$ cat config.mk
export PLATFORM = sky130hd
export DESIGN_NAME = panel_image_loader_flat
export DESIGN_NICKNAME = d
export VERILOG_FILES = /design/src/rtl/panel_image_loader_if.sv /design/src/rtl/panel_image_loader.sv /design/src/flat_wrapper.sv
export SDC_FILE = /design/constraint.sdc
export NUM_CORES = 1
export LEC_CHECK = 0
export CELL_PAD_IN_SITES_DETAIL_PLACEMENT = 0
export CELL_PAD_IN_SITES_GLOBAL_PLACEMENT = 1
export CORE_MARGIN = 10
export CORE_UTILIZATION = 53
export DETAILED_ROUTE_END_ITERATION = 12
export DONT_BUFFER_PORTS = 1
export PLACE_DENSITY = 0.84
export SLEW_MARGIN = 10
export SYNTH_ARGS = -nofsm -noshare
export SYNTH_HDL_FRONTEND = slang
export SYNTH_SLANG_ARGS = --single-unit
$ cat constraint.sdc
create_clock -name clock -period 4.5 [get_ports clock]
set_clock_uncertainty 0.1 [all_clocks]
set_input_delay 0.9 -clock clock [delete_from_list [all_inputs] [get_ports clock]]
set_output_delay 0.9 -clock clock [all_outputs]
set_load 0.02 [all_outputs]
$ cat src/rtl/panel_image_loader_if.sv
// Image word stream between the host-side source and the front-panel loader.
interface panel_image_loader_if #(
    parameter int WORD_W = 12
) ();
    logic              wr_valid;
    logic              wr_ready;
    logic [WORD_W-1:0] wr_addr;
    logic [WORD_W-1:0] wr_data;
    logic              wr_last;

    modport master (
        output wr_valid, wr_addr, wr_data, wr_last,
        input  wr_ready
    );

    modport slave (
        input  wr_valid, wr_addr, wr_data, wr_last,
        output wr_ready
    );
endinterface

$ cat src/rtl/panel_image_loader.sv
// Front-panel image loader: turns (address,data) words into timed load-PC/deposit button presses.
// Optional LOADER_CHECKSUM_EN builds a running sum of deposited data on the checksum output.
module panel_image_loader #(
    parameter int WORD_W    = 12,
    parameter int SETUP_CYC = 10,
    parameter int PULSE_CYC = 10,
    parameter int GAP_CYC   = 10,
    parameter int CNT_W     = WORD_W + 1
) (
    input  logic                 clock,
    input  logic                 reset,
    input  logic                 start,
    input  logic [WORD_W-1:0]    start_pc,
    panel_image_loader_if.slave  wr,
    output logic [WORD_W-1:0]    sw,
    output logic                 load_pc_btn,
    output logic                 deposit_btn,
    output logic                 run_sw,
    output logic                 busy,
    output logic                 done,
    output logic [CNT_W-1:0]     words_loaded,
    output logic [WORD_W-1:0]    checksum
);

    localparam int MAX_CYC = (SETUP_CYC > PULSE_CYC) ?
                             ((SETUP_CYC > GAP_CYC) ? SETUP_CYC : GAP_CYC) :
                             ((PULSE_CYC > GAP_CYC) ? PULSE_CYC : GAP_CYC);
    localparam int TIM_W   = $clog2(MAX_CYC + 1);

    typedef enum logic [2:0] {
        IDLE, WAIT_WORD, OP_SETUP, OP_PULSE, OP_GAP, FINAL_LOAD, DONE
    } state_t;

    function automatic logic [TIM_W-1:0] phase_load(input int n);
        return TIM_W'(n - 1);
    endfunction

    function automatic logic [CNT_W-1:0] sat_inc(input logic [CNT_W-1:0] v);
        return (v == {CNT_W{1'b1}}) ? v : v + 1'b1;
    endfunction

    state_t              state_q, state_d;
    logic [TIM_W-1:0]    cnt_q, cnt_d;
    logic [WORD_W-1:0]   sw_q, sw_d;
    logic                load_btn_q, load_btn_d;
    logic                dep_btn_q, dep_btn_d;
    logic                run_sw_q, run_sw_d;
    logic                busy_q, busy_d;
    logic                done_q, done_d;
    logic [CNT_W-1:0]    words_q, words_d;
    logic                exp_vld_q, exp_vld_d;
    logic                op_load_q, op_load_d;   // current operation is a PC load
    logic                final_q, final_d;       // current load is the closing start-PC load
    logic [WORD_W-1:0]   exp_pc_q, exp_pc_d;
    logic [WORD_W-1:0]   start_pc_q, start_pc_d;
    logic [WORD_W-1:0]   addr_q, addr_d;
    logic [WORD_W-1:0]   data_q, data_d;
    logic                last_q, last_d;

    logic tim_done;
    logic start_acc;
    logic dep_done;

    assign tim_done  = (cnt_q == '0);
    assign start_acc = start && ((state_q == IDLE) || (state_q == DONE));
    assign dep_done  = (state_q == OP_GAP) && tim_done && !op_load_q;

    always_comb begin
        state_d    = state_q;
        cnt_d      = cnt_q;
        sw_d       = sw_q;
        run_sw_d   = run_sw_q;
        busy_d     = busy_q;
        done_d     = done_q;
        words_d    = words_q;
        exp_vld_d  = exp_vld_q;
        op_load_d  = op_load_q;
        final_d    = final_q;
        exp_pc_d   = exp_pc_q;
        start_pc_d = start_pc_q;
        addr_d     = addr_q;
        data_d     = data_q;
        last_d     = last_q;

        case (state_q)
            IDLE, DONE: begin
                if (start_acc) begin
                    start_pc_d = start_pc;
                    run_sw_d   = 1'b0;
                    done_d     = 1'b0;
                    words_d    = '0;
                    exp_vld_d  = 1'b0;
                    busy_d     = 1'b1;
                    state_d    = WAIT_WORD;
                end
            end
            WAIT_WORD: begin
                if (wr.wr_valid) begin
                    addr_d  = wr.wr_addr;
                    data_d  = wr.wr_data;
                    last_d  = wr.wr_last;
                    final_d = 1'b0;
                    // Skip the PC load when the panel's auto-increment already points here
                    if (!exp_vld_q || (wr.wr_addr != exp_pc_q)) begin
                        op_load_d = 1'b1;
                        sw_d      = wr.wr_addr;
                    end else begin
                        op_load_d = 1'b0;
                        sw_d      = wr.wr_data;
                    end
                    state_d = OP_SETUP;
                    cnt_d   = phase_load(SETUP_CYC);
                end
            end
            OP_SETUP, FINAL_LOAD: begin
                if (tim_done) begin
                    state_d = OP_PULSE;
                    cnt_d   = phase_load(PULSE_CYC);
                end else begin
                    cnt_d = cnt_q - 1'b1;
                end
            end
            OP_PULSE: begin
                if (tim_done) begin
                    state_d = OP_GAP;
                    cnt_d   = phase_load(GAP_CYC);
                end else begin
                    cnt_d = cnt_q - 1'b1;
                end
            end
            OP_GAP: begin
                if (dep_done) begin
                    exp_pc_d  = addr_q + 1'b1;
                    exp_vld_d = 1'b1;
                    words_d   = sat_inc(words_q);
                    if (last_q) begin
                        final_d   = 1'b1;
                        op_load_d = 1'b1;
                        sw_d      = start_pc_q;
                        state_d   = FINAL_LOAD;
                        cnt_d     = phase_load(SETUP_CYC);
                    end else begin
                        state_d = WAIT_WORD;
                    end
                end else if (tim_done && final_q) begin
                    run_sw_d = 1'b1;
                    done_d   = 1'b1;
                    busy_d   = 1'b0;
                    state_d  = DONE;
                end else if (tim_done) begin
                    op_load_d = 1'b0;
                    sw_d      = data_q;
                    state_d   = OP_SETUP;
                    cnt_d     = phase_load(SETUP_CYC);
                end else begin
                    cnt_d = cnt_q - 1'b1;
                end
            end
            default: state_d = IDLE;
        endcase

        // Buttons are registered from the next state so they track OP_PULSE exactly
        load_btn_d = (state_d == OP_PULSE) && op_load_d;
        dep_btn_d  = (state_d == OP_PULSE) && !op_load_d;
    end

    always_ff @(posedge clock) begin
        if (reset) begin
            state_q    <= IDLE;
            cnt_q      <= '0;
            sw_q       <= '0;
            load_btn_q <= 1'b0;
            dep_btn_q  <= 1'b0;
            run_sw_q   <= 1'b0;
            busy_q     <= 1'b0;
            done_q     <= 1'b0;
            words_q    <= '0;
            exp_vld_q  <= 1'b0;
            op_load_q  <= 1'b0;
            final_q    <= 1'b0;
        end else begin
            state_q    <= state_d;
            cnt_q      <= cnt_d;
            sw_q       <= sw_d;
            load_btn_q <= load_btn_d;
            dep_btn_q  <= dep_btn_d;
            run_sw_q   <= run_sw_d;
            busy_q     <= busy_d;
            done_q     <= done_d;
            words_q    <= words_d;
            exp_vld_q  <= exp_vld_d;
            op_load_q  <= op_load_d;
            final_q    <= final_d;
        end
    end

    always_ff @(posedge clock) begin
        exp_pc_q   <= exp_pc_d;
        start_pc_q <= start_pc_d;
        addr_q     <= addr_d;
        data_q     <= data_d;
        last_q     <= last_d;
    end

`ifdef LOADER_CHECKSUM_EN
    logic [WORD_W-1:0] csum_q;

    always_ff @(posedge clock) begin
        if (reset || start_acc) begin
            csum_q <= '0;
        end else if (dep_done) begin
            csum_q <= csum_q + data_q;
        end
    end

    assign checksum = csum_q;
`else
    assign checksum = '0;
`endif

    assign wr.wr_ready   = (state_q == WAIT_WORD);
    assign sw            = sw_q;
    assign load_pc_btn   = load_btn_q;
    assign deposit_btn   = dep_btn_q;
    assign run_sw        = run_sw_q;
    assign busy          = busy_q;
    assign done          = done_q;
    assign words_loaded  = words_q;

endmodule
$ cat src/flat_wrapper.sv
// flat-port wrapper written by rule: the top's interface ports become plain ports
module panel_image_loader_flat 
#(
    parameter int WORD_W    = 12,
    parameter int SETUP_CYC = 10,
    parameter int PULSE_CYC = 10,
    parameter int GAP_CYC   = 10,
    parameter int CNT_W     = WORD_W + 1
)
  (clock, reset, start, start_pc, sw, load_pc_btn, deposit_btn, run_sw, busy, done, words_loaded, checksum, wr_wr_valid, wr_wr_addr, wr_wr_data, wr_wr_last, wr_wr_ready);
  panel_image_loader_if #(.WORD_W(WORD_W)) wr_i ();
  input  logic clock;
  input  logic reset;
  input  logic start;
  input  logic [WORD_W-1:0] start_pc;
  output logic [WORD_W-1:0] sw;
  output logic load_pc_btn;
  output logic deposit_btn;
  output logic run_sw;
  output logic busy;
  output logic done;
  output logic [CNT_W-1:0] words_loaded;
  output logic [WORD_W-1:0] checksum;
  input wire logic [$bits(wr_i.wr_valid)-1:0] wr_wr_valid;
  input wire logic [$bits(wr_i.wr_addr)-1:0] wr_wr_addr;
  input wire logic [$bits(wr_i.wr_data)-1:0] wr_wr_data;
  input wire logic [$bits(wr_i.wr_last)-1:0] wr_wr_last;
  output wire logic [$bits(wr_i.wr_ready)-1:0] wr_wr_ready;
  assign wr_i.wr_valid = wr_wr_valid;
  assign wr_i.wr_addr = wr_wr_addr;
  assign wr_i.wr_data = wr_wr_data;
  assign wr_i.wr_last = wr_wr_last;
  assign wr_wr_ready = wr_i.wr_ready;
  panel_image_loader #(.WORD_W(WORD_W), .SETUP_CYC(SETUP_CYC), .PULSE_CYC(PULSE_CYC), .GAP_CYC(GAP_CYC), .CNT_W(CNT_W)) u_core (.clock(clock), .reset(reset), .start(start), .start_pc(start_pc), .wr(wr_i), .sw(sw), .load_pc_btn(load_pc_btn), .deposit_btn(deposit_btn), .run_sw(run_sw), .busy(busy), .done(done), .words_loaded(words_loaded), .checksum(checksum));
endmodule
==> results of run 1 <==
==> sequential cells by signal (all words and copies together) (netlist names) <==
signal and count:
u_core.addr_q 12, u_core.busy 1, u_core.cnt_q 4, u_core.data_q 12, u_core.deposit_btn 1, u_core.exp_pc_q 12
u_core.exp_vld_q 1, u_core.final_q 1, u_core.last_q 1, u_core.load_pc_btn 1, u_core.op_load_q 1, u_core.run_sw 1
u_core.start_pc_q 12, u_core.state_q 3, u_core.sw 12, u_core.words_loaded 13
==> stage by stage <==
step                utilization [%]  cell area [um2]
finish                         56.4             4310
global route                   56.4             4310
CTS                            56.4             4310
detailed placement             53.8             4110
global placement               53.8             4110
floorplan                         -             4150
==> worst max path at each step <==
stage / end / cells after the start
finish: u_core.deposit_btn / 8
global route: u_core.deposit_btn / 8
CTS: u_core.deposit_btn / 8
detailed placement: u_core.deposit_btn / 8
global placement: u_core.cnt_q[3] / 6
floorplan: u_core.sw[0] / 6
==> critical path: stages (launching register included) <==
cell and delay [ns]:
dfxtp_1 0.65, nand2b_1 0.17, nor2_1 0.12, buf_4 0.22, nand3_1 0.41, inv_2 0.61
nand2_1 0.16, o221a_2 0.17, nor3b_2 0.15
==> where the power goes <==
| part | leakage (nW) | total [W] | internal [W] | switching (W) |
|---|---|---|---|---|
| registers | 0.768 | 0.000950 | 0.000900 | 0.0000503 |
| clock network | 0.0970 | 0.000536 | 0.000218 | 0.000318 |
| logic | 0.640 | 0.000171 | 0.0000612 | 0.000110 |
| total | 1.50 | 0.00166 | 0.00118 | 0.000478 |
==> cells by family (layout without fill, tap and decap cells) <==
logic type	count (synthesis)	in the layout	synth area share [%]
AOI/OAI and AO/OA	52	52	8.86
muxes	13	13	3.53
xor gates and xnor gates	35	35	7.46
adders and majority gates	3	3	0.913
other	1	12	0.0912
DFF	88	88	54.8
and+or+nand+nor	152	152	19.0
buffers and inverters	40	28	5.39
==> per-layer routing <==
layer	up-vias	wire, um	track usage (%)	part of all wire, %
met5	-	0	0	0
met4	0	140	6.39	1.5
met3	10	921	5.59	9.9
met2	99	4340	24.7	46
met1	1305	3940	19.9	42
li1	1341	-	-	-
==> final cells by class <==
class	instances	area share, %
tap	102	2.96
clock inverter	7	1.68
sequential	88	52.2
clock buffer	9	2.87
multi-input combinational	267	39.0
inverter	10	0.871
timing repair buffer	2	0.348
==> layout by cell type, fill, tap and decap left out, drive strengths merged, types with 4 or more instances in the layout <==
master	netlist	final
nand2	57	57
edfxtp	49	49
dfxtp	39	39
nand3	26	26
xnor2	23	23
nor2	20	20
o21ai	17	17
inv	10	14
xor2	12	12
mux2	12	12
a41oi	12	12
conb	1	12
a21oi	11	11
nand4	9	9
clkbuf	11	9
and3	7	7
nand2b	4	4
==> flow_metrics.env, run 1 <==
export IMPL_grt_pass1_wl_um=14600
export IMPL_vdd_ir_drop_worst_mv=0.211
export IMPL_synthCells=384
export IMPL_start_kind="flip-flop"
export IMPL_setup_worst_path_start="u_core.state_q[2]"
export IMPL_grt_max_degree=28
export IMPL_antenna_left=0
export IMPL_relSlewSlack_pct=30.2
export IMPL_place_ws_ns=1.66
export IMPL_dp_hpwl_um=6750
export IMPL_period_share_pct=63.7
export IMPL_clock_fmax_mhz=349
export IMPL_hp_start="u_core.cnt_q[1]"
export IMPL_ys_seq_area_share_pct=54.8
export IMPL_avgSynthCellArea_um2=10.7
export IMPL_p_leak_nw=1.50
export IMPL_status="completed"
export IMPL_finalSetupViolations=0
export IMPL_arrival_ns=3.02
export IMPL_cts_setup_buffers=0
export IMPL_path_clk_slew_ns=0.10
export IMPL_gp_congestion=0.816
export IMPL_cts_root_buf="clkbuf_8"
export IMPL_cts_tree="built"
export IMPL_cts_max_level=3
export IMPL_drt_iter0_drc=179
export IMPL_total_power_w=0.00166
export IMPL_rrSetupSlack_ns=1.63
export IMPL_drc=0
export IMPL_crit_type="flip-flop to flip-flop"
export IMPL_grt_pass1_vias=2757
export IMPL_area_delta_synth_final_pct=4.87
export IMPL_rr_worst_depth=8
export IMPL_worstSetupEndpointType="flip-flop"
export IMPL_setup_ws_ns=1.63
export IMPL_initial_core_util_pct=53.7
export IMPL_die_h_um=108
export IMPL_whs_path_depth=2
export IMPL_ys_flop_type="edfxtp_1"
export IMPL_ys_ff_latch=88
export IMPL_wire_per_inst_um=19.2
export IMPL_post_cts_resized=0
export IMPL_cts_hold_buf=0
export IMPL_row_count=32
export IMPL_async_flop_share_pct=0
export IMPL_grt_total_usage_pct=15.9
export IMPL_clock_latency_ns=0.37
export IMPL_gr_total_overflow=0
export IMPL_synthTopCellsByArea="edfxtp_1 (36%), dfxtp_1 (19%), nand2_1 (5.1%)"
export IMPL_hold_path_endpoint="u_core.cnt_q[1]"
export IMPL_vias=2755
export IMPL_drive_above_1_share_pct=10.4
export IMPL_first_pass_iters=5
export IMPL_critPathRequiredTime_ns=4.65
export IMPL_dieWidth_um=108
export IMPL_maxCapViolations=0
export IMPL_dp_cells=469
export IMPL_syn_cell_area_mm2=0.00411
export IMPL_antenna_found_initial=0
export IMPL_die_area_mm2=0.0117
export IMPL_multi_input_area_mm2=0.00168
export IMPL_yosys_area_top_type="edfxtp_1"
export IMPL_n_antenna_cell=0
export IMPL_io_pins=84
export IMPL_n_fill_cell=661
export IMPL_hold_viol_final=0
export IMPL_ys_top_cells_by_count="nand2_1 (56), edfxtp_1 (49), dfxtp_1 (39), nand3_1 (26), xnor2_1 (23)"
export IMPL_r2r_end="u_core.deposit_btn"
export IMPL_wirelength_um=9340
export IMPL_rsz0062_at_grt="no"
export IMPL_synth_cell_types=51
export IMPL_fin_crit_ns=2.87
export IMPL_instances_no_fill=485
export IMPL_ff_latch_area_mm2=0.00225
export IMPL_drv_slew=0
export IMPL_vias_per_cell=5.68
export IMPL_yosysMostFrequentCell="nand2_1"
export IMPL_yosysWarnings=0
export IMPL_cts_buffers=9
export IMPL_coreArea_mm2=0.00765
export IMPL_min_path_type="flip-flop to flip-flop"
export IMPL_yosysTopAreaCellShare_pct=35.8
export IMPL_worst_pin_slew_ns=1.05
export IMPL_setup_tns_ns=0
export IMPL_synth_edf_count=49
export IMPL_worstReg2RegStart="u_core.state_q[2]"
export IMPL_powerDensity_mw_per_mm2=384
export IMPL_portBuffers=0
export IMPL_fin_nets=422
export IMPL_whs_ns=0.415
export IMPL_clkSinkCount=88
export IMPL_worstPathMaxFanout=27
export IMPL_cts_buffer_depth=2
(Power assumes the default switching activity.)
==> run 2: changes to the inputs <==
Settings changed: CORE_UTILIZATION 53 to 49, PLACE_DENSITY 0.84 to 0.79.
Clock period 4.5 ns to 2.85 ns, I/O delays scaled along.
==> run 2 against run 1 <==
  * Total power is 63% higher
  * Routed wire length is 0.30% lower
  * Final cell count is 2.1% higher
  * Hold slack worse by 0.25 ns
  * Critical endpoint is now u_core.words_loaded[0]
  * Largest cell class unchanged
==> flow_metrics.env, run 2 (synthesized netlist as in run 1, its figures left out) <==
export IMPL_hp_start="reset"
export IMPL_critPathRequiredTime_ns=3.05
export IMPL_clock_fmax_mhz=425
export IMPL_critical_path_slowest_cell="dfxtp_1"
export IMPL_setup_worst_path_start="u_core.state_q[2]"
export IMPL_wl_met1_um=4090
export IMPL_antenna_left=0
export IMPL_initial_core_util_pct=50.3
export IMPL_die_h_um=112
export IMPL_design_area_mm2=0.00438
export IMPL_worst_pin_slew_ns=0.582
export IMPL_wirelength_um=9310
export IMPL_period_share_pct=82.6
export IMPL_arrival_ns=2.56
export IMPL_grt_pass1_wl_um=14600
export IMPL_dp_hpwl_um=6740
export IMPL_highest_layer="met4"
export IMPL_hold_viol_final=0
export IMPL_drt_iter0_drc=118
export IMPL_rr_worst_depth=5
export IMPL_vias_per_cell=5.54
export IMPL_worstReg2RegStart="u_core.state_q[2]"
export IMPL_layout_commonest_cell="nand2_1"
export IMPL_cts_buffers=9
export IMPL_hold_path_endpoint="u_core.cnt_q[1]"
export IMPL_path_cells="or3b_1, o32ai_4, nand2_2, or3_1, a21oi_1"
export IMPL_wl_met2_um=4310
export IMPL_finalSetupViolations=0
export IMPL_cts_root_buf="clkbuf_8"
export IMPL_cts_max_level=3
export IMPL_clkSinkCount=88
export IMPL_grt_max_degree=25
export IMPL_antenna_found_initial=0
export IMPL_die_area_mm2=0.0125
export IMPL_coreArea_mm2=0.00818
export IMPL_cts_setup_buffers=0
export IMPL_cp_num_buf_inv=0
export IMPL_clock_latency_ns=0.37
export IMPL_place_area_mm2=0.00417
export IMPL_vias=2740
export IMPL_relSlewSlack_pct=61.1
export IMPL_gr_total_overflow=0
export IMPL_drv_slew=0
export IMPL_rrSetupSlack_ns=0.50
export IMPL_whs_path_depth=1
export IMPL_max_stage_delay_ns=0.67
export IMPL_first_pass_iters=4
export IMPL_maxCapViolations=0
export IMPL_crit_type="flip-flop to flip-flop"
export IMPL_worstSetupEndpointType="flip-flop"
export IMPL_largest_reg_flops=13
export IMPL_n_antenna_cell=0
export IMPL_worstPathMaxFanout=16
export IMPL_p_leak_nw=1.54
export IMPL_fin_nets=429
export IMPL_layout_common_cells="nand2_1 (56), edfxtp_1 (49), dfxtp_1 (39), nand3_1 (26), xnor2_1 (23)"
export IMPL_ff_latch_area_mm2=0.00225
export IMPL_total_power_w=0.00270
export IMPL_critPathTopFamily="simple AND/OR/NAND/NOR gates"
export IMPL_status="completed"
export IMPL_start_kind="flip-flop"
export IMPL_dr_wl_met3_um=852
export IMPL_drc=0
export IMPL_path_clk_slew_ns=0.10
export IMPL_vdd_ir_drop_worst_mv=0.387
export IMPL_cts_tree="built"
export IMPL_post_cts_resized=0
export IMPL_portBuffers=0
export IMPL_r2r_end="u_core.words_loaded[0]"
export IMPL_grt_total_usage_pct=14.6
export IMPL_gp_congestion=0.804
export IMPL_min_path_type="input port to flip-flop"
export IMPL_fin_crit_ns=2.35
export IMPL_instances_no_fill=495
export IMPL_area_delta_synth_final_pct=6.64
export IMPL_setup_tns_ns=0
export IMPL_multi_input_area_mm2=0.00168
export IMPL_grt_pass1_vias=2615
export IMPL_rsz0062_at_grt="no"
export IMPL_drive_above_1_share_pct=12.1
export IMPL_cts_hold_buf=0
export IMPL_cts_buffer_depth=2
export IMPL_powerDensity_mw_per_mm2=616
export IMPL_n_fill_cell=760
export IMPL_io_pins=84
export IMPL_dieWidth_um=112
export IMPL_dp_cells=479
export IMPL_wire_per_inst_um=18.8
export IMPL_row_count=33
run 2: worst max-delay path by stage:
| stage | endpoint | slack [ns] | cells past startpoint |
|---|---|---|---|
| after CTS | u_core.words_loaded[0] | 0.50 | 7 |
| final | u_core.words_loaded[0] | 0.50 | 5 |
| after detailed placement | u_core.words_loaded[0] | 0.52 | 7 |
| after global routing | u_core.words_loaded[0] | 0.29 | 7 |
| after global placement | u_core.words_loaded[0] | 0.58 | 5 |
| after floorplan | u_core.cnt_q[2] | 0.69 | 7 |
run 2: final cells by class:
cell class	instances	area share [%]
Clock buffer	9	2.83
Clock inverter	7	2.03
Inverter	10	0.856
Multi-Input combinational cell	267	38.4
Sequential cell	88	51.4
Tap cell	105	3.00
Timing Repair Buffer	9	1.54
run 2: where the power goes:
part | switching, W | total [W] | internal [W]
registers | 0.0000789 | 0.00150 | 0.00142
logic | 0.000175 | 0.000281 | 0.000106
clock network | 0.000495 | 0.000918 | 0.000423
total | 0.000749 | 0.00270 | 0.00195
run 2: stage by stage:
stage          utilization [%]  hold WS, ns  worst slack, ns
3_5_place_dp              51.0        0.401            0.516
4_1_cts                   53.6        0.150            0.504
3_3_place_gp              51.0        0.385            0.583
2_1_floorplan                -        0.357            0.686
5_1_grt                   53.6        0.149            0.293
6_report                  53.6        0.162            0.497
run 2: routing by layer:
layer / global-route usage, % / vias up
li1: - / 1350
met1: 18.5 / 1298
met2: 22.5 / 87
met3: 5.42 / 5
met4: 4.88 / 0
met5: 0 / -
==> run 3: changes to the inputs <==
Settings changed: CORE_UTILIZATION 49 to 44, PLACE_DENSITY 0.79 to 0.75.
Clock period 2.85 ns to 2 ns, I/O delays scaled along.
==> run 3 against run 2 <==
  * The flow now finishes with violations (negative setup slack)
  * Flip-flop and latch count unchanged
  * Total power is 51% higher
  * First-iteration DRC count rose by 74%
  * Register-to-register slack worse by 0.51 ns
  * Count of clock-buffer cells in the layout is 1 higher
  * Worst setup slack lost 0.51 ns
  * Maximum frequency rose by 17%
  * Routed wire length up 11%
  * Final cell count is 8.9% higher
  * Hold slack got worse by 0.13 ns
  * Core utilization grew 0.18 points
  * Sequential share of layout area down 5.6 points
  * Largest cell class unchanged
  * Highest routed layer is now met5
==> flow_metrics.env, run 3 (synthesized netlist as in run 1, its figures left out) <==
export IMPL_crit_type="flip-flop to flip-flop"
export IMPL_cts_root_buf="clkbuf_8"
export IMPL_path_clk_slew_ns=0.09
export IMPL_worstSetupEndpointType="flip-flop"
export IMPL_setup_tns_ns=-0.0213
export IMPL_vias=2919
export IMPL_critPathRequiredTime_ns=2.19
export IMPL_path_cells="inv_2, ha_4, or3b_4, o32ai_4, buf_6, nand2_2, or3_1, a21oi_1"
export IMPL_portBuffers=0
export IMPL_design_area_mm2=0.00492
export IMPL_io_pins=84
export IMPL_drv_slew=0
export IMPL_wire_per_inst_um=19.2
export IMPL_rrSetupSlack_ns=-0.02
export IMPL_grt_total_usage_pct=14.8
export IMPL_antenna_left=0
export IMPL_cts_buffer_depth=2
export IMPL_total_power_w=0.00406
export IMPL_worstPathMaxFanout=5
export IMPL_met3_usage_pct=5.34
export IMPL_start_kind="flip-flop"
export IMPL_setup_ws_ns=-0.0164
export IMPL_place_area_mm2=0.00445
export IMPL_maxCapViolations=0
export IMPL_grt_busiest_layer="met2"
export IMPL_min_path_type="input port to flip-flop"
export IMPL_dp_hpwl_um=7260
export IMPL_grt_pass1_vias=2884
export IMPL_cts_buffers=9
export IMPL_die_h_um=117
export IMPL_row_count=35
export IMPL_powerDensity_mw_per_mm2=825
export IMPL_clock_fmax_mhz=496
export IMPL_fin_crit_ns=2.02
export IMPL_gr_total_overflow=0
export IMPL_vdd_ir_drop_worst_mv=0.409
export IMPL_clock_latency_ns=0.35
export IMPL_critPathTopFamily="simple AND/OR/NAND/NOR gates"
export IMPL_dieWidth_um=117
export IMPL_cts_max_level=3
export IMPL_max_stage_delay_ns=0.41
export IMPL_initial_core_util_pct=44.9
export IMPL_grt_max_degree=26
export IMPL_period_share_pct=101
export IMPL_antenna_found_initial=2
export IMPL_p_leak_nw=1.79
export IMPL_violations="negative setup slack"
export IMPL_area_delta_synth_final_pct=19.8
export IMPL_coreArea_mm2=0.00915
export IMPL_wirelength_um=10300
export IMPL_largest_reg_flops=13
export IMPL_cp_num_buf_inv=2
export IMPL_finalSetupViolations=2
export IMPL_clkSinkCount=88
export IMPL_die_area_mm2=0.0136
export IMPL_whs_ns=0.0328
export IMPL_layout_commonest_cell="nand2_1"
export IMPL_first_pass_iters=5
export IMPL_met1_usage_pct=18.9
export IMPL_critical_path_slowest_cell="or3b_4"
export IMPL_drc=0
export IMPL_fin_nets=466
export IMPL_fin_util_pct=53.8
export IMPL_drive_above_1_share_pct=23.9
export IMPL_vias_per_cell=5.42
export IMPL_rsz0062_at_grt="yes"
export IMPL_status="finished with violations"
export IMPL_met2_usage_pct=22.4
export IMPL_grt_pass1_wl_um=15500
export IMPL_hold_viol_final=0
export IMPL_arrival_ns=2.20
export IMPL_layout_common_cells="nand2_1 (56), edfxtp_1 (49), dfxtp_1 (38), buf_4 (33), nand3_1 (24)"
export IMPL_drt_iter0_drc=205
export IMPL_gp_congestion=0.844
export IMPL_cts_tree="built"
==> run 3: metrics by stage <==
step | setup WS [ns] | instances
2_1_floorplan | 0.00201 | 395
3_3_place_gp | 0.00569 | 515
3_5_place_dp | -0.0600 | 515
4_1_cts | 0.00219 | 536
5_1_grt | -0.118 | 538
6_report | -0.0164 | 539
==> run 3: layout make-up <==
type | count | area, um2
flip-flops and latches | 88 | 2250
inverters | 10 | 41.3
fillers | 813 | 4230
clock inverters | 6 | 91.3
repair buffers | 46 | 410
well taps | 111 | 139
multi-input cells | 267 | 1860
clock buffers | 10 | 128
diodes | 1 | 2.50
==> run 3: per-layer routing <==
metal,wire [um],vias to the layer above
met1,4460,1378
met3,961,16
met2,4710,90
li1,-,1433
met4,184,2
met5,14,-
==> run 3: what timing repair did <==
action / CTS / global route
hold buffers: 2 / 1
setup buffers: 2 / 0
gates resized for setup: 11 / 26
pin swaps: 9 / 17
endpoints found under the hold margin: 7 / 1
cloned: 1 / 1
endpoints found under the setup margin: 15 / 21
==> run 3: path summary, 6_finish.rpt <==
| kind | cells past startpoint | to | startpoint |
|---|---|---|---|
| worst max-delay path | 8 | u_core.words_loaded[0] | u_core.cnt_q[0] |
| worst min-delay path | 0 | u_core.data_q[3] | wr_wr_data[3] |
| worst max register to register | 8 | u_core.words_loaded[0] | u_core.cnt_q[0] |
| worst min register to register | 2 | u_core.exp_vld_q | u_core.exp_vld_q |
==> run 3: power by group <==
part	switching, W	total, W	internal, W
combinational	0.000323	0.000588	0.000265
clock	0.000643	0.00135	0.000711
sequential	0.0000964	0.00212	0.00202
